**config.mk**
```make
export PLATFORM = sky130hd
export DESIGN_NAME = decode_stage
export DESIGN_NICKNAME = d
export VERILOG_FILES = /design/src/rtl/decode_stage.sv
export SDC_FILE = /design/constraint.sdc
export NUM_CORES = 1
export LEC_CHECK = 0
export CAP_MARGIN = 20
export CELL_PAD_IN_SITES_DETAIL_PLACEMENT = 1
export CELL_PAD_IN_SITES_GLOBAL_PLACEMENT = 1
export CORE_MARGIN = 3
export CORE_UTILIZATION = 37
export CTS_BUF_LIST = sky130_fd_sc_hd__clkbuf_4 sky130_fd_sc_hd__clkbuf_8 sky130_fd_sc_hd__clkbuf_16
export DETAILED_ROUTE_END_ITERATION = 8
export PLACE_DENSITY = 0.84
export SLEW_MARGIN = 20
export SYNTH_ARGS = -nofsm -noshare
export SYNTH_HDL_FRONTEND = slang
export SYNTH_SLANG_ARGS = --single-unit
export TNS_END_PERCENT = 1
```
**constraint.sdc**
```tcl
create_clock -name clk -period 13.2 [get_ports clk]
set_input_delay 1.98 -clock clk [delete_from_list [all_inputs] [get_ports clk]]
set_output_delay 1.98 -clock clk [all_outputs]
set_load 0.05 [all_outputs]
```
**src/rtl/decode_stage.sv**
```systemverilog
// decode_stage: handshaked decode register with an optional skid entry.
// Holds one instruction (plus an optional second one in the skid entry),
// slices the fixed fields and classifies the instruction format.
module decode_stage #(
  parameter int          PC_W     = 32,
  parameter logic [31:0] NOP_INSN = 32'h0000_0000,
  parameter int          SKID_EN  = 1,
  parameter int          CNT_W    = 32
) (
  input  logic             clk,
  input  logic             rst,
  input  logic             flush,
  input  logic             in_valid,
  output logic             in_ready,
  input  logic [31:0]      insn_in,
  input  logic [PC_W-1:0]  pc_in,
  output logic             out_valid,
  input  logic             out_ready,
  output logic [31:0]      insn_out,
  output logic [PC_W-1:0]  pc_out,
  output logic [5:0]       opcode,
  output logic [4:0]       rs,
  output logic [4:0]       rt,
  output logic [4:0]       rd,
  output logic [4:0]       sha,
  output logic [5:0]       func,
  output logic [15:0]      immed,
  output logic [25:0]      target,
  output logic [31:0]      imm_sext,
  output logic [1:0]       fmt,
  output logic             illegal,
  output logic [CNT_W-1:0] stat_insn_cnt
);

  localparam logic [1:0] FMT_R   = 2'd0;
  localparam logic [1:0] FMT_I   = 2'd1;
  localparam logic [1:0] FMT_J   = 2'd2;
  localparam logic [1:0] FMT_ILL = 2'd3;

  // Instruction-format class from the opcode's two octal digits.
  function automatic logic [1:0] decode_fmt(input logic [5:0] op);
    logic [1:0] f;
    f = FMT_ILL;
    case (op[5:3])
      3'd0: begin
        case (op[2:0])
          3'd0:       f = FMT_R;
          3'd2, 3'd3: f = FMT_J;
          default:    f = FMT_I;
        endcase
      end
      3'd1, 3'd4, 3'd5: f = FMT_I;
      3'd3:             f = FMT_R;
      default:          f = FMT_ILL;
    endcase
    return f;
  endfunction

  // Saturating increment: sticks at all-ones instead of wrapping.
  function automatic logic [CNT_W-1:0] sat_inc(input logic [CNT_W-1:0] c);
    return (&c) ? c : c + CNT_W'(1);
  endfunction

  // Skid entry (p0) feeds the output entry (p1).
  logic              skid_vld_p0;
  logic [31:0]       skid_insn_p0;
  logic [PC_W-1:0]   skid_pc_p0;
  logic              vld_p1;
  logic [31:0]       insn_p1;
  logic [PC_W-1:0]   pc_p1;
  logic [CNT_W-1:0]  cnt_p1;

  logic acc_xfer;
  logic out_xfer;
  logic out_free;
  logic vld_p1_nxt;
  logic skid_vld_nxt;
  logic out_ld_in;
  logic out_ld_skid;
  logic skid_ld;

  // With the skid entry, in_ready comes straight from a flop; without it,
  // in_ready looks through to out_ready.
  assign in_ready = (SKID_EN != 0) ? ~skid_vld_p0 : (~vld_p1 | out_ready);
  assign acc_xfer = in_valid & in_ready;
  assign out_xfer = vld_p1 & out_ready;
  assign out_free = ~vld_p1 | out_xfer;

  // Next-state of both entries; flush wins, then skid drain, then accept.
  // A full skid entry implies in_ready=0, so drain and accept never collide.
  always_comb begin
    vld_p1_nxt   = vld_p1;
    skid_vld_nxt = skid_vld_p0;
    out_ld_in    = 1'b0;
    out_ld_skid  = 1'b0;
    skid_ld      = 1'b0;
    if (flush) begin
      vld_p1_nxt   = 1'b0;
      skid_vld_nxt = 1'b0;
    end else if (skid_vld_p0 && out_xfer) begin
      out_ld_skid  = 1'b1;
      vld_p1_nxt   = 1'b1;
      skid_vld_nxt = 1'b0;
    end else if (acc_xfer && out_free) begin
      out_ld_in    = 1'b1;
      vld_p1_nxt   = 1'b1;
    end else if (acc_xfer) begin
      skid_ld      = 1'b1;
      skid_vld_nxt = 1'b1;
    end else if (out_xfer) begin
      vld_p1_nxt   = 1'b0;
    end
  end

  // ---- stage p0/p1 control: valids, held PC and transfer counter ----
  always_ff @(posedge clk or posedge rst) begin
    if (rst) begin
      skid_vld_p0 <= 1'b0;
      vld_p1      <= 1'b0;
      pc_p1       <= '0;
      cnt_p1      <= '0;
    end else begin
      skid_vld_p0 <= skid_vld_nxt;
      vld_p1      <= vld_p1_nxt;
      if (out_ld_skid)
        pc_p1 <= skid_pc_p0;
      else if (out_ld_in)
        pc_p1 <= pc_in;
      if (out_xfer)
        cnt_p1 <= sat_inc(cnt_p1);
    end
  end

  // Data payload registers; their contents only matter while the valid is set.
  always_ff @(posedge clk) begin
    if (skid_ld) begin
      skid_insn_p0 <= insn_in;
      skid_pc_p0   <= pc_in;
    end
    if (out_ld_skid)
      insn_p1 <= skid_insn_p0;
    else if (out_ld_in)
      insn_p1 <= insn_in;
  end

  // ---- output decode from the p1 registers ----
  assign out_valid     = vld_p1;
  assign insn_out      = vld_p1 ? insn_p1 : NOP_INSN;
  assign pc_out        = pc_p1;
  assign opcode        = insn_out[31:26];
  assign rs            = insn_out[25:21];
  assign rt            = insn_out[20:16];
  assign rd            = insn_out[15:11];
  assign sha           = insn_out[10:6];
  assign func          = insn_out[5:0];
  assign immed         = insn_out[15:0];
  assign target        = insn_out[25:0];
  assign imm_sext      = {{16{immed[15]}}, immed};
  assign fmt           = decode_fmt(opcode);
  assign illegal       = vld_p1 && (fmt == FMT_ILL);
  assign stat_insn_cnt = cnt_p1;

endmodule

```
==> impl_metrics.toml <==
[synthesis]
ys.warnings.count = 0
yosysSeqAreaShare_pct = 61.1
syn_area_per_cell_um2 = 12.9
synth-seq-cells = 162
ys_types = 38
syn_inst = 576
syn-num-nets = 646
async_flop_share_pct = 40.7
synth_top_area_share_pct = 38.8
ys.flop_type = "edfxtp_1"
yosysTopAreaCell = "edfxtp_1"
synth-edff-count = 96
yosys-top-cells-area = "edfxtp_1 (39%), dfrtp_1 (22%), buf_4 (11%)"
synth_area_um2 = 7420

[timing]
tns_ns = 0
finalCritPeriodShare_pct = 34.8
worstMarginPinSlew_ns = 1.04
slew_headroom_pct = 30.3
setup_viol = 0
fin_ws_ns = 8.60
period_minus_slack_ns = 4.60
skew_ns = 0.00942
final_hold_viol_count = 0
rsz0062_at_grt = "no"
hold_slack_ns = 0.514
max_freq_ghz = 0.218
slew_violations = 0

[global_routing]
grt_remaining_overflow = 0
grt_pass1_wl_um = 30000
antenna_found_initial = 0
grt_pass1_vias = 5335
grt_max_degree = 73
track_usage_pct = 17.3

[clocking]
clk_pin_slew_ns = 0.06
cts_tree = "done"
ctsHoldBuffers = 0
cts.sinks = 162
clk_latency_ns = 0.42
root_buffer = "clkbuf_16"
cts_buffer_depth = 2
post_cts_buffers = 0
cts_made_buffers = 17
ctsHtreeMaxLevel = 4
cts_resized = 0

[critical_path]
critPathArrivalTime_ns = 2.62
worstSetupStartpointType = "flop"
criticalPathCategory = "reg -> out"
crit_fanout = 41
required_ns = 11.22
cp-end-kind = "primary output"

[job]
drv_cap = 0

[floorplanning]
core-area_um2 = 19600
die_w_um = 148
die_y_um = 148
rows = 51
ioPinCount = 276
dieArea_um2 = 21800
initial_core_util_pct = 37.9

[pwr]
leakagePower_nw = 4.01
irDropWorstVdd_uv = 87.6
pwr_density_cell_nw_per_um2 = 142
finalPower_mw = 1.46

[layout]
area_growth_pct = 38.5
diodes = 0
nets = 821
final_util_pct = 52.5
drive_gt1_share_pct = 10.9

[place]
routabilityCongestion = 0.776
dp_hpwl_um = 13900
port_buffers = 275
place_ws_ns = 8.93

[drt]
ant_nets = 0
viasPerCell = 4.78
dr.pass1.iters = 6
routedWlPerCell_um = 18.7
drc_errors = 0
routed_wl_um = 19200
drt_iter0_drc = 191
via_count = 4921

[hold_path]
hold_class = "reg -> reg"

[outcome]
status = "completed"
## metrics by stage
stage,area (um2),instances
after floorplan,7420,576
after global placement,9700,997
after detailed placement,9700,997
after CTS,10300,1029
after global routing,10300,1029
final,10300,1029
## power by group
| group | internal (mW) | total, mW | leakage, nW | switching [mW] |
|---|---|---|---|---|
| clock network | 0.279 | 0.479 | 0.283 | 0.199 |
| registers | 0.575 | 0.603 | 1.68 | 0.0283 |
| logic | 0.124 | 0.375 | 2.04 | 0.250 |
## worst paths after layout
path                                                from                       endpoint  slack, ns  cells past startpoint
hold / removal             stat_insn_cnt[19]$_DFFE_PP0P_  stat_insn_cnt[19]$_DFFE_PP0P_       0.51                      1
setup / recovery                   out_valid$_DFFE_PP0P_                   imm_sext[17]       8.60                      3
hold reg to reg            stat_insn_cnt[19]$_DFFE_PP0P_  stat_insn_cnt[19]$_DFFE_PP0P_       0.51                      1
min in group asynchronous                            rst         pc_out[12]$_DFFE_PP0P_       2.15                      3
setup reg to reg                   out_valid$_DFFE_PP0P_          insn_p1[25]$_DFFE_PP_      10.79                      4
max in group asynchronous                            rst  stat_insn_cnt[30]$_DFFE_PP0P_      10.45                      3
## layout by cell type (no fill, tap or decap), types with 2 or more instances in the layout
master	n
a21oi_1	37
and2_1	32
and3_1	4
and4_1	5
buf_4	6
clkbuf_16	19
clkbuf_4	4
clkdlybuf4s50_1	275
clkinvlp_4	3
dfrtp_1	66
edfxtp_1	96
inv_1	8
inv_6	2
mux2_2	32
mux2i_1	32
nand2_1	16
nand3_1	10
nand4_1	9
nor2_1	40
nor3_1	7
nor3_2	2
o21a_1	3
o21ai_0	2
or2_2	2
or3_1	2
xnor2_1	19
xor2_1	12
## metal layers
layer	share of wire (%)	track usage (%)
met1	41	20.8
met2	51	30.4
met3	6.5	5.06
met4	1.6	4.94
met5	0	0
## kinds of logic (layout without fill, tap and decap cells)
group           after synthesis  in the layout  share of synthesized area (%)
flops                       162            162                           61.1
simple gates                138            138                           10.3
buf+inv                     134            322                           12.2
mux                          64             64                           9.17
compound gates               46             46                           3.42
xor+xnor                     31             31                           3.66
fa+ha+maj                     1              1                          0.169
## Yosys cell counts (2+ instances only)
library cell,instances
xor2_1,12
and2_1,32
buf_1,4
a21oi_1,37
inv_1,9
o21ai_0,2
xnor2_1,19
clkbuf_1,11
and4_1,5
nand2_1,16
and3_1,4
nor2_1,40
dfrtp_1,66
mux2_2,32
nand4_1,9
buf_4,106
nand3_1,10
or2_2,2
o21a_1,3
nor3_1,8
edfxtp_1,96
mux2i_1,32
or3_1,3
buf_2,4
## critical path, cell delays in order (launching register included)
cell             delay [ns]
dfrtp_1                0.32
buf_4                  0.33
and2_1                 0.57
clkdlybuf4s50_1        0.94
## layout make-up
| class | count | area, um2 |
|---|---|---|
| clock buffer | 24 | 519 |
| inverter | 9 | 33.8 |
| fill | 1977 | 9310 |
| tap | 265 | 332 |
| multi-input combinational | 280 | 2000 |
| timing repair buffer | 281 | 2800 |
| clock inverter | 8 | 65.1 |
| sequential | 162 | 4530 |
## registers in the layout (all words and copies together) (netlist names)
name	cells
out_valid	1
skid_insn_p0	32
stat_insn_cnt	32
skid_vld_p0	1
insn_p1	32
pc_out	32
skid_pc_p0	32
(Power assumes the default switching activity.)
